### src/rtl/axi_lite_write_slave_pkg.sv
// Shared definitions for the AXI4-Lite write slave.
//   RESP_OKAY / RESP_SLVERR : BRESP encodings
//   state_e                 : write-path FSM states
//   clog2()                 : index width for the register decode
package axi_lite_pkg;

  localparam logic [1:0] RESP_OKAY   = 2'b00;
  localparam logic [1:0] RESP_SLVERR = 2'b10;

  typedef enum logic [1:0] {
    ST_IDLE  = 2'd0,
    ST_WRITE = 2'd1,
    ST_RESP  = 2'd2
  } state_e;

  // Ceiling log2; a value of 1 yields 0.
  function automatic int clog2(input int value);
    int result;
    int v;
    result = 0;
    v      = value - 1;
    while (v > 0) begin
      result = result + 1;
      v      = v >> 1;
    end
    return result;
  endfunction

endpackage

### src/rtl/axi_lite_write_slave_if.sv
// AXI4-Lite write channels (AW, W, B) bundled for the write slave.
//   master modport : drives VALIDs, payloads and BREADY
//   slave  modport : drives AWREADY, WREADY, BVALID and BRESP
interface axi_lite_write_slave_if #(
  parameter int ADDR_WIDTH = 32,
  parameter int DATA_WIDTH = 32
);

  logic                    AWVALID;
  logic                    AWREADY;
  logic [ADDR_WIDTH-1:0]   AWADDR;
  logic [2:0]              AWPROT;
  logic                    WVALID;
  logic                    WREADY;
  logic [DATA_WIDTH-1:0]   WDATA;
  logic [DATA_WIDTH/8-1:0] WSTRB;
  logic                    BVALID;
  logic                    BREADY;
  logic [1:0]              BRESP;

  modport master (
    output AWVALID, AWADDR, AWPROT, WVALID, WDATA, WSTRB, BREADY,
    input  AWREADY, WREADY, BVALID, BRESP
  );

  modport slave (
    input  AWVALID, AWADDR, AWPROT, WVALID, WDATA, WSTRB, BREADY,
    output AWREADY, WREADY, BVALID, BRESP
  );

endinterface

### src/rtl/axi_lite_write_slave_hold_reg.sv
// Single-entry channel hold register with its own registered READY.
//   clk_i, rst_ni : clock, synchronous active-low reset
//   valid_i       : channel VALID
//   ready_o       : channel READY (registered)
//   allow_i       : the FSM will be idle next cycle, so READY may rise
//   clear_i       : drop the held entry (write completed)
//   payload_i/o   : captured channel payload
//   full_o        : an entry is held
module axi_lite_hold_reg #(
  parameter int WIDTH = 32
) (
  input  logic             clk_i,
  input  logic             rst_ni,
  input  logic             valid_i,
  output logic             ready_o,
  input  logic             allow_i,
  input  logic             clear_i,
  input  logic [WIDTH-1:0] payload_i,
  output logic             full_o,
  output logic [WIDTH-1:0] payload_o
);

  logic             ready_q;
  logic             full_q;
  logic             full_d;
  logic [WIDTH-1:0] payload_q;
  logic             accept;

  assign accept = valid_i & ready_q;

  // READY is never high while clear is asserted, so clear cannot collide
  // with a new handshake.
  always_comb begin
    full_d = full_q | accept;
    if (clear_i) begin
      full_d = 1'b0;
    end
  end

  // READY is computed from the next full state so it drops on the same
  // edge that captures the payload.
  always_ff @(posedge clk_i) begin
    if (!rst_ni) begin
      ready_q   <= 1'b0;
      full_q    <= 1'b0;
      payload_q <= '0;
    end else begin
      ready_q <= allow_i & ~full_d;
      full_q  <= full_d;
      if (accept) begin
        payload_q <= payload_i;
      end
    end
  end

  assign ready_o   = ready_q;
  assign full_o    = full_q;
  assign payload_o = payload_q;

endmodule

### src/rtl/axi_lite_write_slave.sv
// AXI4-Lite write-path slave: joins independent AW and W transfers into one
// register-file write strobe and returns a B response. One write in flight.
//   ACLK, ARESETn : clock, synchronous active-low reset
//   bus           : AW/W/B channels (slave side)
//   reg_wr_en     : one-cycle write strobe to the register file
//   reg_wr_idx    : word register index
//   reg_wr_data   : write data
//   reg_wr_strb   : byte enables
module axi_lite_write_slave
  import axi_lite_pkg::*;
#(
  parameter int ADDR_WIDTH = 32,
  parameter int DATA_WIDTH = 32,
  parameter int NUM_REGS   = 16
) (
  input  logic                        ACLK,
  input  logic                        ARESETn,
  axi_lite_write_slave_if.slave       bus,
  output logic                        reg_wr_en,
  output logic [clog2(NUM_REGS)-1:0]  reg_wr_idx,
  output logic [DATA_WIDTH-1:0]       reg_wr_data,
  output logic [DATA_WIDTH/8-1:0]     reg_wr_strb
);

  localparam int          IDX_W      = clog2(NUM_REGS);
  localparam int          STRB_W     = DATA_WIDTH / 8;
  localparam logic [63:0] ADDR_LIMIT = 64'(NUM_REGS) * 64'd4;

  state_e                  state_q;
  logic                    bvalid_q;
  logic [1:0]              bresp_q;
  logic                    wr_en_q;
  logic [IDX_W-1:0]        wr_idx_q;
  logic [DATA_WIDTH-1:0]   wr_data_q;
  logic [STRB_W-1:0]       wr_strb_q;

  logic                    aw_full;
  logic                    w_full;
  logic [ADDR_WIDTH+2:0]   aw_held;
  logic [DATA_WIDTH+STRB_W-1:0] w_held;
  logic [ADDR_WIDTH-1:0]   aw_addr;
  logic [DATA_WIDTH-1:0]   w_data;
  logic [STRB_W-1:0]       w_strb;
  logic                    b_hs;
  logic                    allow;
  logic                    dec_err;
  logic                    unused_prot;

  assign b_hs  = (state_q == ST_RESP) & bvalid_q & bus.BREADY;
  // Idle next cycle: already idle, or the response completes this edge.
  assign allow = (state_q == ST_IDLE) | b_hs;

  axi_lite_hold_reg #(.WIDTH(ADDR_WIDTH + 3)) u_aw_hold (
    .clk_i     (ACLK),
    .rst_ni    (ARESETn),
    .valid_i   (bus.AWVALID),
    .ready_o   (bus.AWREADY),
    .allow_i   (allow),
    .clear_i   (b_hs),
    .payload_i ({bus.AWPROT, bus.AWADDR}),
    .full_o    (aw_full),
    .payload_o (aw_held)
  );

  axi_lite_hold_reg #(.WIDTH(DATA_WIDTH + STRB_W)) u_w_hold (
    .clk_i     (ACLK),
    .rst_ni    (ARESETn),
    .valid_i   (bus.WVALID),
    .ready_o   (bus.WREADY),
    .allow_i   (allow),
    .clear_i   (b_hs),
    .payload_i ({bus.WSTRB, bus.WDATA}),
    .full_o    (w_full),
    .payload_o (w_held)
  );

  assign aw_addr = aw_held[ADDR_WIDTH-1:0];
  assign w_data  = w_held[DATA_WIDTH-1:0];
  assign w_strb  = w_held[DATA_WIDTH +: STRB_W];

  // Protection bits are held with the address but do not affect decode.
  assign unused_prot = ^aw_held[ADDR_WIDTH +: 3];

  // Range check is done on the full address so high bits cannot alias
  // into the register window.
  assign dec_err = (aw_addr[1:0] != 2'b00) || (64'(aw_addr) >= ADDR_LIMIT);

  always_ff @(posedge ACLK) begin
    if (!ARESETn) begin
      state_q   <= ST_IDLE;
      bvalid_q  <= 1'b0;
      bresp_q   <= RESP_OKAY;
      wr_en_q   <= 1'b0;
      wr_idx_q  <= '0;
      wr_data_q <= '0;
      wr_strb_q <= '0;
    end else begin
      wr_en_q <= 1'b0;
      case (state_q)
        ST_IDLE: begin
          // Decode is resolved on entry so the strobe is high during WRITE.
          if (aw_full && w_full) begin
            state_q <= ST_WRITE;
            bresp_q <= dec_err ? RESP_SLVERR : RESP_OKAY;
            if (!dec_err) begin
              wr_en_q   <= 1'b1;
              wr_idx_q  <= aw_addr[2 +: IDX_W];
              wr_data_q <= w_data;
              wr_strb_q <= w_strb;
            end
          end
        end
        ST_WRITE: begin
          state_q  <= ST_RESP;
          bvalid_q <= 1'b1;
        end
        ST_RESP: begin
          if (b_hs) begin
            state_q  <= ST_IDLE;
            bvalid_q <= 1'b0;
          end
        end
        default: begin
          state_q <= ST_IDLE;
        end
      endcase
    end
  end

  assign bus.BVALID  = bvalid_q;
  assign bus.BRESP   = bresp_q;
  assign reg_wr_en   = wr_en_q;
  assign reg_wr_idx  = wr_idx_q;
  assign reg_wr_data = wr_data_q;
  assign reg_wr_strb = wr_strb_q;

endmodule

### src/flat_wrapper.sv
// flat-port wrapper written by rule: the top's interface ports become plain ports
module axi_lite_write_slave_flat import axi_lite_pkg::*;
#(
  parameter int ADDR_WIDTH = 32,
  parameter int DATA_WIDTH = 32,
  parameter int NUM_REGS   = 16
)
  (ACLK, ARESETn, reg_wr_en, reg_wr_idx, reg_wr_data, reg_wr_strb, bus_AWVALID, bus_AWADDR, bus_AWPROT, bus_WVALID, bus_WDATA, bus_WSTRB, bus_BREADY, bus_AWREADY, bus_WREADY, bus_BVALID, bus_BRESP);
  axi_lite_write_slave_if #(.ADDR_WIDTH(ADDR_WIDTH), .DATA_WIDTH(DATA_WIDTH)) bus_i ();
  input  logic ACLK;
  input  logic ARESETn;
  output logic reg_wr_en;
  output logic [clog2(NUM_REGS)-1:0] reg_wr_idx;
  output logic [DATA_WIDTH-1:0] reg_wr_data;
  output logic [DATA_WIDTH/8-1:0] reg_wr_strb;
  input wire logic [$bits(bus_i.AWVALID)-1:0] bus_AWVALID;
  input wire logic [$bits(bus_i.AWADDR)-1:0] bus_AWADDR;
  input wire logic [$bits(bus_i.AWPROT)-1:0] bus_AWPROT;
  input wire logic [$bits(bus_i.WVALID)-1:0] bus_WVALID;
  input wire logic [$bits(bus_i.WDATA)-1:0] bus_WDATA;
  input wire logic [$bits(bus_i.WSTRB)-1:0] bus_WSTRB;
  input wire logic [$bits(bus_i.BREADY)-1:0] bus_BREADY;
  output wire logic [$bits(bus_i.AWREADY)-1:0] bus_AWREADY;
  output wire logic [$bits(bus_i.WREADY)-1:0] bus_WREADY;
  output wire logic [$bits(bus_i.BVALID)-1:0] bus_BVALID;
  output wire logic [$bits(bus_i.BRESP)-1:0] bus_BRESP;
  assign bus_i.AWVALID = bus_AWVALID;
  assign bus_i.AWADDR = bus_AWADDR;
  assign bus_i.AWPROT = bus_AWPROT;
  assign bus_i.WVALID = bus_WVALID;
  assign bus_i.WDATA = bus_WDATA;
  assign bus_i.WSTRB = bus_WSTRB;
  assign bus_i.BREADY = bus_BREADY;
  assign bus_AWREADY = bus_i.AWREADY;
  assign bus_WREADY = bus_i.WREADY;
  assign bus_BVALID = bus_i.BVALID;
  assign bus_BRESP = bus_i.BRESP;
  axi_lite_write_slave #(.ADDR_WIDTH(ADDR_WIDTH), .DATA_WIDTH(DATA_WIDTH), .NUM_REGS(NUM_REGS)) u_core (.ACLK(ACLK), .ARESETn(ARESETn), .bus(bus_i), .reg_wr_en(reg_wr_en), .reg_wr_idx(reg_wr_idx), .reg_wr_data(reg_wr_data), .reg_wr_strb(reg_wr_strb));
endmodule
### config.mk
export PLATFORM = sky130hd
export DESIGN_NAME = axi_lite_write_slave_flat
export DESIGN_NICKNAME = d
export VERILOG_FILES = /design/src/rtl/axi_lite_write_slave_pkg.sv /design/src/rtl/axi_lite_write_slave_if.sv /design/src/rtl/axi_lite_write_slave_hold_reg.sv /design/src/rtl/axi_lite_write_slave.sv /design/src/flat_wrapper.sv
export SDC_FILE = /design/constraint.sdc
export NUM_CORES = 1
export LEC_CHECK = 0
export BUFFER_PORTS_ARGS = -buffer_cell sky130_fd_sc_hd__buf_2
export CAP_MARGIN = 20
export CORE_MARGIN = 3
export CORE_UTILIZATION = 50
export DETAILED_ROUTE_END_ITERATION = 8
export PLACE_DENSITY = 0.82
export SYNTH_ARGS = -nofsm -noshare
export SYNTH_HDL_FRONTEND = slang
export SYNTH_SLANG_ARGS = --single-unit
### constraint.sdc
create_clock -name ACLK -period 1.9 [get_ports ACLK]
set_input_delay 0 -clock ACLK [delete_from_list [all_inputs] [get_ports ACLK]]
set_output_delay 0 -clock ACLK [all_outputs]
set_load 0.05 [all_outputs]
==> summary.txt, run 1 <==
Initial antenna violation count: 0
Chip width: 103 um
Clock transition at path regs: 60 ps
Setup TNS: 0 ps
Via/cell ratio: 4.88
CTS tree: built
Max_cap viols: 0
# diodes: 0
GR Util met1: 25.0%
Post CTS Setup Buffer Count: 0
Layout cells sized above 1: 23.5%
Min Tclk post-route: 1560 ps
Combinational group share of total power: 8.4%
Clk_skew: 8.26 ps
Worst slew margin: 61.0%
Gr ovfl total: 0
Mapped Nets: 590
Reg2Reg Capture Point: u_core.reg_wr_data[12]
Maximum clock frequency: 0.640 GHz
Global Route Usage Sum: 21.4%
# port buffers: 117
Via count: 3970
Lkg Pwr: 2.63 nW
Run status: completed
Switching Fraction: 21.1%
Worst Hold Class: input pin to register
Nets: 769
Post-Synthesis Cells: 514
Vias in the first global route: 3956
Seq cells post-synth: 117
Pin count of the biggest net entering global routing: 65
DR pass1 iterations: 4
Register-to-Register Path Depth: 5
Clk sink count: 117
Critical Path End Type: register
Actual slew at the worst max-slew pin: 585 ps
TritonCTS buffer count: 17
Setup crit start kind: register
Worst Path Class, Setup: register to register
Clk_lat worst skew: 490 ps
Unique masters post-synth: 27
# setup viols final: 0
Global-route wire length before repair: 17.8 mm
Initial DRC Count: 149
GR peak layer: met2
Root buf cell: clkbuf_8
Fill count: 620
Die Y: 103 um
DR WL/cell: 13.4 um
Pwr dens: 977 mW/mm^2
H-tree Lvls: 4
Switching power total: 1.35 mW
RSZ-0062 raised after global routing: false
Met3 usage: 6.22%
Max Transition Viols Final: 0
Routed Antenna Nets: 0
Post-synthesis sequential area ratio: 50.2%
Grt met2 use: 37.8%
Period utilisation layout: 82.2%
Worst VDD drop: 0.531 mV
HP Start: ARESETn
Drt drc: 0
Post_cts resized: 0
Hold Path Depth: 2
Die area: 0.0105 mm^2
Post-DP HPWL: 6.62 mm
Synthesized area per cell: 9.07 um^2
Initial core utilization: 52.4%
Final hold viol count: 0
Synthesized cell area: 0.00466 mm^2
Pint: 5.04 mW
RR Startpoint: u_core.u_aw_hold.payload_o[17]
Critical path required time: 2310 ps
WHS: 37.0 ps
Final wirelength: 10.9 mm
CORE AREA: 0.00889 mm^2
FP Rows: 34
Synth-to-Final Area Change: 40.4%
IO Pins: 122
Register-to-register setup slack: 340 ps
Gpl congestion: 0.772
Register share of total power: 40.5%
CTS max path bufs: 2
CP Max Fanout: 23
Clk pwr share: 51.1%
Hold endpoint: u_core.u_aw_hold.payload_o[20]
Synth warn: 0
CP arrival: 1970 ps
[cells by family (layout without fill, tap and decap cells)]
logic type	count (synthesis)	after routing	share of synthesized area, %
and+or+nand+nor	244	244	23.3
DFF	117	117	50.2
muxes	41	41	8.80
AOI/OAI and AO/OA	74	74	11.7
buffers and inverters	37	229	5.90
other	1	1	0.0804
[final cells by class]
cell class | instances | area, um^2 | area share [%]
clock inverters | 8 | 146 | 2.24
well taps | 108 | 135 | 2.06
repair buffers | 196 | 1400 | 21.4
clock buffers | 24 | 470 | 7.19
multi-input cells | 360 | 2040 | 31.2
inverters | 1 | 3.75 | 0.0573
flip-flops and latches | 117 | 2340 | 35.8
[state kept, by name (all words and copies together), names as in the netlist]
register                    cells
u_core.bus.BRESP                1
u_core.bus.BVALID               1
u_core.reg_wr_data             32
u_core.reg_wr_en                1
u_core.reg_wr_idx               4
u_core.reg_wr_strb              4
u_core.state_q                  2
u_core.u_aw_hold.full_o         1
u_core.u_aw_hold.payload_o     32
u_core.u_aw_hold.ready_o        1
u_core.u_w_hold.full_o          1
u_core.u_w_hold.payload_o      36
u_core.u_w_hold.ready_o         1
[placed cells by master, fill, tap and decap left out, drive strengths merged, types with 2 or more instances in the layout]
cell / count
a21boi: 68
and2: 4
buf: 127
bufinv: 4
clkbuf: 24
clkinv: 3
dfxtp: 117
dlygate4sd3: 69
mux2i: 41
nand2: 218
nand4: 2
nor2: 7
nor4: 9
o21a: 2
o21ai: 3
[power by group through the flow]
stage | Sequential, mW | Clock (mW) | Combinational, mW
floorplan | 2.65 | 0 | 0.275
global placement | 2.63 | 0 | 0.412
detailed placement | 2.64 | 0 | 0.424
CTS | 2.59 | 3.33 | 0.534
global route | 2.60 | 3.43 | 0.597
finish | 2.59 | 3.27 | 0.538
[synthesized netlist by cell type]
cell type | n | area (um^2)
nor4_1 | 2 | 12.5
nor2b_1 | 1 | 6.26
and4b_1 | 1 | 10.0
clkbuf_1 | 16 | 60.1
buf_2 | 2 | 10.0
nand2b_1 | 1 | 6.26
a21oi_1 | 1 | 5.00
buf_12 | 4 | 80.1
and4bb_4 | 1 | 16.3
dfxtp_1 | 117 | 2340
nor4_4 | 2 | 42.5
clkbuf_8 | 6 | 82.6
nor2_1 | 6 | 22.5
mux2i_1 | 41 | 410
a21boi_0 | 68 | 510
buf_4 | 1 | 7.51
nor2_8 | 1 | 20.0
and2_1 | 4 | 25.0
buf_1 | 6 | 22.5
inv_1 | 1 | 3.75
o21a_1 | 2 | 15.0
conb_1 | 1 | 3.75
nand4_4 | 2 | 42.5
nand2_1 | 218 | 818
dlygate4sd1_1 | 1 | 8.76
nor4_2 | 5 | 62.6
o21ai_0 | 3 | 15.0
[critical path: stages (launching register included)]
cell and delay (ps):
dfxtp_1 320, nor4_2 390, nand4_4 180, nor2_8 150, buf_12 210, mux2i_1 210
[metal layers]
metal  wire length (um)  vias up
met5                  0        -
met4                112        0
met3                580        8
met2               5480      107
met1               4700     1828
li1                   -     2027
[how the worst max path moves through the flow]
| stage | from | endpoint | slack, ps |
|---|---|---|---|
| after floorplan | u_core.u_aw_hold.ready_o | u_core.u_aw_hold.payload_o[10] | 340 |
| after global placement | u_core.u_aw_hold.payload_o[17] | u_core.reg_wr_data[16] | 400 |
| after detailed placement | u_core.u_aw_hold.payload_o[17] | u_core.reg_wr_data[15] | 340 |
| after CTS | u_core.u_aw_hold.payload_o[17] | u_core.reg_wr_data[17] | 320 |
| after global routing | u_core.u_aw_hold.payload_o[17] | u_core.reg_wr_data[6] | 210 |
| final | u_core.u_aw_hold.payload_o[17] | u_core.reg_wr_data[12] | 340 |
[stage by stage]
| step | worst slack [ps] | total power, mW | instance area, um^2 | cells | util, % |
|---|---|---|---|---|---|
| 2_1_floorplan | 336 | 2.92 | 4660 | 514 | - |
| 3_3_place_gp | 404 | 3.04 | 5240 | 713 | 58.9 |
| 3_5_place_dp | 338 | 3.06 | 5240 | 713 | 58.9 |
| 4_1_cts | 317 | 6.45 | 6550 | 814 | 73.6 |
| 5_1_grt | 211 | 6.63 | 6550 | 814 | 73.6 |
| 6_report | 338 | 6.39 | 6550 | 814 | 73.6 |
[timing repair]
action	CTS	global route
endpoints found under the hold margin	69	0
setup endpoints to repair	0	0
hold buffers	69	0
Note: power is estimated with default switching activity, not from simulation.
==> inputs of run 2 (changes only) <==
--- a/config.mk
+++ b/config.mk
@@ -8,9 +8,9 @@
 export BUFFER_PORTS_ARGS = -buffer_cell sky130_fd_sc_hd__buf_2
 export CAP_MARGIN = 20
 export CORE_MARGIN = 3
-export CORE_UTILIZATION = 50
+export CORE_UTILIZATION = 47
 export DETAILED_ROUTE_END_ITERATION = 8
-export PLACE_DENSITY = 0.82
+export PLACE_DENSITY = 0.81
 export SYNTH_ARGS = -nofsm -noshare
 export SYNTH_HDL_FRONTEND = slang
 export SYNTH_SLANG_ARGS = --single-unit
==> constraint.sdc (replaced) <==
create_clock -name ACLK -period 1.4 [get_ports ACLK]
set_input_delay 0 -clock ACLK [delete_from_list [all_inputs] [get_ports ACLK]]
set_output_delay 0 -clock ACLK [all_outputs]
set_load 0.05 [all_outputs]
==> run 2 against run 1 <==
Net effect: the run now ends with negative setup slack left; clock power up 27%; fmax decreased by 0.98%; sequential share of layout area shrank 1.2 points; worst setup slack got worse by 520 ps; critical path depth is 1 higher; critical path type unchanged; critical endpoint is now u_core.reg_wr_data[6].
==> summary.txt, run 2 (synthesis gave the netlist of run 1 again) <==
Min Tclk post-route: 1580 ps (was 1560 ps)
Global Route Usage Sum: 20.7% (was 21.4%)
Register-to-Register Path Depth: 6 (was 5)
CP Max Fanout: 5 (was 23)
Root buf cell: clkbuf_8 (unchanged)
Global-route wire length before repair: 18.7 mm (was 17.8 mm)
Pint: 6.39 mW (was 5.04 mW)
Most frequent cells in the layout: 218 x nand2_1, 116 x buf_2, 110 x dfxtp_1 (was 218 x nand2_1, 117 x dfxtp_1, 116 x buf_2)
Max Transition Viols Final: 0 (unchanged)
Period utilisation layout: 113% (was 82.2%)
Via count: 4146 (was 3970)
DR pass1 iterations: 4 (unchanged)
Routed Antenna Nets: 0 (unchanged)
Max FFs per register: 36 (unchanged)
Initial DRC Count: 172 (was 149)
Critical Path End Type: register (unchanged)
Switching power total: 2.06 mW (was 1.35 mW)
Worst Hold Class: input pin to register (unchanged)
Pin count of the biggest net entering global routing: 103 (was 65)
Register Area: 0.00235 mm^2 (was 0.00234 mm^2)
CORE AREA: 0.00946 mm^2 (was 0.00889 mm^2)
Max_cap viols: 0 (unchanged)
Final Power: 8.45 mW (was 6.39 mW)
Worst VDD drop: 0.840 mV (was 0.531 mV)
H-tree Lvls: 4 (unchanged)
CTS max path bufs: 2 (unchanged)
Post-DP HPWL: 6.77 mm (was 6.62 mm)
Setup crit end: u_core.reg_wr_data[6] (was u_core.reg_wr_data[12])
Gpl congestion: 0.736 (was 0.772)
Pwr dens: 1240 mW/mm^2 (was 977 mW/mm^2)
Clk sink count: 117 (unchanged)
FP Rows: 35 (was 34)
Combinational group share of total power: 9.1% (was 8.4%)
Setup TNS: -5150 ps (was 0 ps)
Critical path required time: 1820 ps (was 2310 ps)
Register-to-register setup slack: -180 ps (was 340 ps)
Worst Setup Slack, final: -178 ps (was 338 ps)
# diodes: 0 (unchanged)
Clock transition at path regs: 60 ps (about the same)
Area of the multi-input gates: 0.00211 mm^2 (was 0.00204 mm^2)
Drt drc: 0 (unchanged)
Vias in the first global route: 4156 (was 3956)
# port buffers: 117 (unchanged)
IO Pins: 122 (unchanged)
Fill count: 679 (was 620)
Initial antenna violation count: 0 (unchanged)
RR Startpoint: u_core.u_aw_hold.payload_o[29] (was u_core.u_aw_hold.payload_o[17])
Initial core utilization: 49.3% (was 52.4%)
Final hold viol count: 0 (unchanged)
Reg2Reg Capture Point: u_core.reg_wr_data[6] (was u_core.reg_wr_data[12])
Die area: 0.0112 mm^2 (was 0.0105 mm^2)
Gr ovfl total: 0 (unchanged)
CTS tree: built (unchanged)
Clk pwr share: 49.1% (was 51.1%)
Die Y: 106 um (was 103 um)
CP max-delay cell: dfxtp_1 (was nor4_2)
Clk_lat worst skew: 500 ps (was 490 ps)
Synth-to-Final Area Change: 45.6% (was 40.4%)
Crit path launch: u_core.u_aw_hold.payload_o[29] (was u_core.u_aw_hold.payload_o[17])
Worst Path Class, Setup: register to register (unchanged)
RSZ-0062 raised after global routing: true (was false)
TritonCTS buffer count: 17 (unchanged)
Critical path cell sequence: nor4_4 -> nand4_4 -> nor2_8 -> buf_6 -> buf_8 -> mux2i_1 (was nor4_2 -> nand4_4 -> nor2_8 -> buf_12 -> mux2i_1)
Final wirelength: 12.0 mm (was 10.9 mm)
Chip width: 106 um (was 103 um)
DR WL/cell: 14.2 um (was 13.4 um)
Setup crit start kind: register (unchanged)
CP arrival: 2000 ps (was 1970 ps)
Via/cell ratio: 4.91 (was 4.88)
Lkg Pwr: 2.73 nW (was 2.63 nW)
Commonest non-fill, non-tap cell in the layout: nand2_1 (unchanged)
Clk_skew: 7.36 ps (was 8.26 ps)
Run status: complete, but fails checks (was completed)
Register share of total power: 41.8% (was 40.5%)
Layout cells sized above 1: 26.5% (was 23.5%)
# setup viols final: 42 (was 0)
Nets: 779 (was 769)
Maximum clock frequency: 0.634 GHz (was 0.640 GHz)
Switching Fraction: 24.4% (was 21.1%)
Critical Path Max Stage Delay: 340 ps (was 390 ps)
Failing checks: negative setup slack
## run 2: per-stage QoR
step           area [um^2]  hold WS (ps)  setup slack [ps]  util, %  std cells
6_report              6790          17.4              -178     71.8        845
5_1_grt               6790          29.8              -244     71.8        845
4_1_cts               6610          9.74              -147     69.9        836
3_5_place_dp          5350           257              -106     56.5        735
3_3_place_gp          5350           252             -52.2     56.5        735
2_1_floorplan         4710           137              3.51        -        514
## run 2: final cells by class
cell class | instances | area share, %
Timing Repair Buffer | 206 | 23.5
Multi-Input combinational cell | 360 | 31.0
Tap cell | 129 | 2.38
Clock buffer | 17 | 6.10
Inverter | 1 | 0.0553
Sequential cell | 117 | 34.6
Clock inverter | 15 | 2.29
## run 2: worst min-delay path by stage
stage,from,to,slack (ps),cells past startpoint
after CTS,bus_AWVALID,u_core.u_aw_hold.full_o,10,4
after detailed placement,bus_WDATA[29],u_core.u_w_hold.payload_o[29],260,3
after global placement,bus_WDATA[18],u_core.u_w_hold.payload_o[18],250,3
after global routing,bus_AWVALID,u_core.u_aw_hold.full_o,30,4
final,ARESETn,u_core.u_aw_hold.ready_o,20,3
after floorplan,bus_AWADDR[8],u_core.u_aw_hold.payload_o[8],140,2
## run 2: worst max-delay path: cells and delay by family (launching register included)
kind	cells	cell delay [ps]
buf+inv	2	270
flops	1	340
simple gates	3	660
mux	1	220
## run 2: layer usage
layer	track usage [%]	part of all wire (%)
met1	24.4	43
met2	35.8	50
met3	6.18	4.8
met4	7.40	2.2
met5	0	0
## run 2: repair_timing
item                       CTS  global route
resized for setup            1             9
hold endpoints to repair    71             0
setup endpoints to repair   42            42
pin swaps                    0             3
cloned                       0             6
hold buffers                69             0
setup buffers                0             3
## run 2: power by group through the flow
stage	Combinational (mW)	Clock, mW	Sequential [mW]
2_1_floorplan	0.388	0	3.61
5_1_grt	0.849	4.37	3.54
4_1_cts	0.755	4.19	3.52
3_3_place_gp	0.588	0	3.59
3_5_place_dp	0.605	0	3.60
6_report	0.772	4.15	3.53
